$ cat config.mk
export PLATFORM = sky130hd
export DESIGN_NAME = hazard_scoreboard
export DESIGN_NICKNAME = d
export VERILOG_FILES = /design/src/rtl/hazard_scoreboard.sv
export SDC_FILE = /design/constraint.sdc
export NUM_CORES = 1
export LEC_CHECK = 0
export BUFFER_PORTS_ARGS = -buffer_cell sky130_fd_sc_hd__buf_2
export CORE_MARGIN = 2
export CORE_UTILIZATION = 35
export CTS_BUF_LIST = sky130_fd_sc_hd__clkbuf_4 sky130_fd_sc_hd__clkbuf_8
export CTS_CLUSTER_DIAMETER = 80
export DETAILED_ROUTE_END_ITERATION = 7
export HOLD_SLACK_MARGIN = 0.03
export PLACE_DENSITY = 0.57
export SLEW_MARGIN = 10
export SYNTH_ARGS = -nofsm -noshare
export SYNTH_HDL_FRONTEND = slang
export SYNTH_SLANG_ARGS = --single-unit
export TNS_END_PERCENT = 20
$ cat constraint.sdc
create_clock -name clk -period 4.18 [get_ports clk]
set_input_delay 0 -clock clk [delete_from_list [all_inputs] [get_ports clk]]
set_output_delay 0 -clock clk [all_outputs]
set_load 0.005 [all_outputs]
$ cat src/rtl/hazard_scoreboard.sv
// hazard_scoreboard: in-flight writer tracking, forward selects and stall control beside ID/EX
//   clk, rst (async, active-low)
//   hold, flush, ID_* instruction info, md_busy -> inputs
//   PCWr, IF_IDWr, ID_EXWr, ID_Bubble, ID_FwdRS/RT (comb), EX_FwdRS/RT (reg), isStall, stall_cnt -> outputs
module hazard_scoreboard #(
  parameter int RW    = 5,
  parameter int DEPTH = 4,
  parameter int FLUSH = 2,
  parameter int CW    = 32,
  parameter int SW    = $clog2(DEPTH + 1)
) (
  input  logic          clk,
  input  logic          rst,
  input  logic          hold,
  input  logic          flush,
  input  logic          ID_valid,
  input  logic [RW-1:0] ID_RS,
  input  logic [RW-1:0] ID_RT,
  input  logic          ID_RSUse,
  input  logic          ID_RTUse,
  input  logic          ID_Early,
  input  logic          ID_RFWr,
  input  logic [RW-1:0] ID_RD,
  input  logic [SW-1:0] ID_Lat,
  input  logic          ID_MDUse,
  input  logic          md_busy,
  output logic          PCWr,
  output logic          IF_IDWr,
  output logic          ID_EXWr,
  output logic          ID_Bubble,
  output logic [SW-1:0] ID_FwdRS,
  output logic [SW-1:0] ID_FwdRT,
  output logic [SW-1:0] EX_FwdRS,
  output logic [SW-1:0] EX_FwdRT,
  output logic          isStall,
  output logic [CW-1:0] stall_cnt
);
  logic [DEPTH:1]             v_q, v_d;
  logic [DEPTH:1][RW-1:0]     rd_q, rd_d;
  logic [DEPTH:1][SW-1:0]     lat_q, lat_d;
  logic [1:0][SW-1:0]         ex_q, ex_d;
  logic [CW-1:0]              cnt_q, cnt_d;
  logic [1:0][RW-1:0]         src;
  logic [1:0]                 uses;
  logic [1:0][SW-1:0]         hit, hl, ex_sel;
  logic [1:0]                 bad;
  logic [SW-1:0]              lat_in;
  logic                       dstall, mstall, stall;

  assign src    = {ID_RT, ID_RS};
  assign uses   = {ID_RTUse, ID_RSUse};
  assign lat_in = (ID_Lat == '0) ? SW'(1) : (ID_Lat > SW'(DEPTH)) ? SW'(DEPTH) : ID_Lat;

  // scanning oldest to youngest lets the youngest matching writer win
  always_comb begin
    hit    = '0;
    hl     = '0;
    bad    = '0;
    ex_sel = '0;
    for (int o = 0; o < 2; o++) begin
      for (int s = DEPTH; s >= 1; s--)
        if (uses[o] && src[o] != '0 && v_q[s] && rd_q[s] == src[o]) begin
          hit[o] = SW'(s);
          hl[o]  = lat_q[s];
        end
      // EX-use reads one stage later, so the producer has advanced by one
      bad[o]    = hit[o] != '0 && ({1'b0, hit[o]} + {{SW{1'b0}}, ~ID_Early} < {1'b0, hl[o]});
      ex_sel[o] = (hit[o] == '0 || hit[o] == SW'(DEPTH)) ? '0 : hit[o] + 1'b1;
    end
  end

  assign dstall = ID_valid & |bad;
  assign mstall = ID_valid & ID_MDUse & md_busy;
  assign stall  = dstall | mstall;

  always_comb begin
    v_d   = v_q;
    rd_d  = rd_q;
    lat_d = lat_q;
    ex_d  = ex_q;
    cnt_d = cnt_q;
    if (flush || !hold) begin
      // after the shift, stages 2..FLUSH hold what was in 1..FLUSH-1: those instructions are killed
      for (int s = DEPTH; s >= 2; s--) begin
        v_d[s]   = v_q[s-1] && !(flush && s <= FLUSH);
        rd_d[s]  = rd_q[s-1];
        lat_d[s] = lat_q[s-1];
      end
      v_d[1]   = !flush && !stall && ID_valid && ID_RFWr && ID_RD != '0;
      rd_d[1]  = ID_RD;
      lat_d[1] = lat_in;
      ex_d     = (flush || stall) ? '0 : ex_sel;
    end
    if (dstall && !hold && !flush && cnt_q != '1) cnt_d = cnt_q + 1'b1;
  end

  always_ff @(posedge clk or negedge rst)
    if (!rst) begin
      v_q   <= '0;
      rd_q  <= '0;
      lat_q <= '0;
      ex_q  <= '0;
      cnt_q <= '0;
    end else begin
      v_q   <= v_d;
      rd_q  <= rd_d;
      lat_q <= lat_d;
      ex_q  <= ex_d;
      cnt_q <= cnt_d;
    end

  assign PCWr      = flush | (~hold & ~stall);
  assign IF_IDWr   = PCWr;
  assign ID_EXWr   = ~hold;
  assign ID_Bubble = flush | (~hold & stall);
  assign isStall   = ~PCWr;
  assign ID_FwdRS  = hit[0];
  assign ID_FwdRT  = hit[1];
  assign EX_FwdRS  = ex_q[0];
  assign EX_FwdRT  = ex_q[1];
  assign stall_cnt = cnt_q;
endmodule
==> results.cfg <==
[final_layout]
final_cell_count_no_fill = 709
syn2layout_area_growth_pct = 25.2
n_antenna_cell = 0
final_net_count = 575
final_util = 0.453
drive_gt1_frac = 0.371

[logic_synthesis]
synth-main-ff-cell = dfrtp_1
syn-num-nets = 480
synthCells = 438
synth_edf_count = 0
ys_warn_count = 0
ys_top_cells_by_count = dfrtp_1, xnor2_1, xor2_1, mux2_2, nand2_1
synthesis.area_um2 = 4620
synth_top_area_frac = 0.401
ys_seq_area_frac = 0.401
synth-seq-cells = 74
synthTopCellsByArea = dfrtp_1, xnor2_1, mux2_2
synth.largest_area_cell = dfrtp_1
async_reset_ff_frac = 1.00
syn_avg_cell_area_um2 = 10.5
synth_cell_types = 56
synth.most_common_cell = dfrtp_1

[floorplanning]
core_area_um2 = 12800
dieArea_um2 = 14100
die_w_um = 119
io_pins = 78
start_util = 0.362
rows = 41
die_h_um = 119

[sta]
drv_slew = 0
finalCritPeriodShare = 0.980
max_freq_mhz = 244
tightest_slew_ps = 956
fin_ws_ps = 82.8
hold_slack_ps = 70.0
rsz0062_at_grt = yes
maxSlewHeadroom = 0.362
fin_crit_ps = 4100
hold_viol = 0
finalSetupViolCount = 0
skew_ps = 10.7

[routing]
drt_iter0_markers = 212
drt-total-wl_um = 11400
drc = 0
num_vias = 3642
viasPerCell = 5.14
ant_nets = 0
wl_per_cell_um = 16.1
dr.pass1.iters = 4

[flow_run]
maxCapViolations = 0

[worst_setup_path]
path_cells = xnor2_2, nand3_1, or4_4, a21boi_4, inv_2, ha_4, ha_4, xor2_1, ha_1, o21a_1, a21oi_2, o41ai_2, a21oi_1, o21ai_2, o32a_4, buf_4, buf_12, nor4_2, xor2_1
crit_type = register to register
critical_path.max_stage_delay_ps = 530
endpoint_kind = register
critPathMaxFanout = 21
cp-start-kind = register
slowest_stage = or4_4
crit_arrival_ps = 4380
cp.required_ps = 4460

[grt]
overflow = 0
grt_use_total = 0.166
grt_pass1_wl_um = 18900
antenna_found_initial = 0
grt_max_degree = 75
grt_pass1_vias = 3634

[clock_network]
cts-buffers-inserted = 9
clock-sinks = 74
cts.path.max_buffers = 2
clock_latency_ps = 360
cts-htree-levels = 3
clkTransAtPathRegs_ps = 80
cts_tree = yes
cts_root_buffer = clkbuf_8

[placement]
gp_congestion = 0.867
hpwl_um = 7990
portBuffers = 77
dp_cells = 666
place_ws_ps = -189

[power]
finalPower_mw = 1.65
max-vdd-ir-drop_mv = 0.169
cellPowerDensity_nw_per_um2 = 285
p_leak_nw = 2.81

[hold_path]
min_path_type = primary input to register

[run_status]
status = finished, final reports clean
## worst max-delay path, delay by kind of cell (launching register included)
family	cells	cell delay (ps)
simple gates	3	970
xor+xnor	3	490
fa+ha+maj	3	600
buf+inv	3	410
compound gates	7	1110
flops	1	450
## sequential cells by signal (all words and copies together), names as in the netlist
signal / count
EX_FwdRS: 3
EX_FwdRT: 3
lat_q: 12
rd_q: 20
stall_cnt: 32
v_q: 4
## final cells by class
| class | count | area [um^2] |
|---|---|---|
| Tap cell | 172 | 215 |
| Sequential cell | 74 | 1850 |
| Clock inverter | 3 | 46.3 |
| Clock buffer | 12 | 165 |
| Inverter | 14 | 52.6 |
| Fill cell | 1200 | 6990 |
| Multi-Input combinational cell | 317 | 2710 |
| Timing Repair Buffer | 117 | 741 |
## report_power, final
group	internal, mW	switching [mW]	total (mW)	leakage, nW
combinational	0.126	0.111	0.237	1.73
sequential	0.757	0.0512	0.808	0.967
clock	0.324	0.282	0.606	0.105
total	1.21	0.444	1.65	2.81
## stage by stage
stage	setup TNS [ps]	cell area (um^2)
6_report	0	5780
2_1_floorplan	0	4620
3_3_place_gp	-2410	5170
3_5_place_dp	-4480	5170
5_1_grt	-1500	5780
4_1_cts	0	5570
## placed cells by master, fill, tap and decap left out, types with 12 or more instances in the layout
master / count
buf_2: 76
buf_4: 28
clkbuf_8: 12
dfrtp_1: 72
inv_1: 12
mux2_2: 31
nand2_1: 28
nand3_1: 18
nand4_1: 19
nor3_1: 16
xnor2_1: 38
xor2_1: 33
## timing repair
item / 4_1_cts / 5_1_grt
gates resized for setup: 13 / 21
endpoints found under the hold margin: 83 / 0
hold buffers: 11 / 0
endpoints found under the setup margin: 41 / 36
setup buffers: 4 / 13
pin swaps: 5 / 28
## worst paths after layout
| path | cells after the start | slack [ps] | endpoint | from |
|---|---|---|---|---|
| hold / removal | 3 | 70 | v_q[1]$_DFFE_PN0P_ | ID_MDUse |
| setup / recovery | 19 | 80 | stall_cnt[18]$_DFFE_PN0P_ | rd_q[9]$_DFFE_PN0P_ |
| min in group asynchronous | 2 | 330 | v_q[3]$_DFFE_PN0P_ | rst |
| setup reg to reg | 19 | 80 | stall_cnt[18]$_DFFE_PN0P_ | rd_q[9]$_DFFE_PN0P_ |
| hold reg to reg | 1 | 480 | stall_cnt[13]$_DFFE_PN0P_ | stall_cnt[13]$_DFFE_PN0P_ |
| max in group asynchronous | 2 | 3180 | rd_q[6]$_DFFE_PN0P_ | rst |
## per-layer routing
layer / GRT usage / wire length, um / up-vias
met5: 0 / 0 / -
met4: 0.0640 / 214 / 0
met3: 0.0340 / 382 / 15
met2: 0.247 / 5150 / 73
met1: 0.237 / 5690 / 1797
li1: - / - / 1757
## kinds of logic (layout without fill, tap and decap cells)
group,count (synthesis),after routing,share of synthesized area
xor gates and xnor gates,75,75,0.142
AOI/OAI and AO/OA,38,38,0.0645
DFF,74,74,0.401
buffers and inverters,47,146,0.0482
and+or+nand+nor,157,157,0.227
adders and majority gates,13,13,0.0352
muxes,34,34,0.0823
Power figures use the tool's default switching activity.
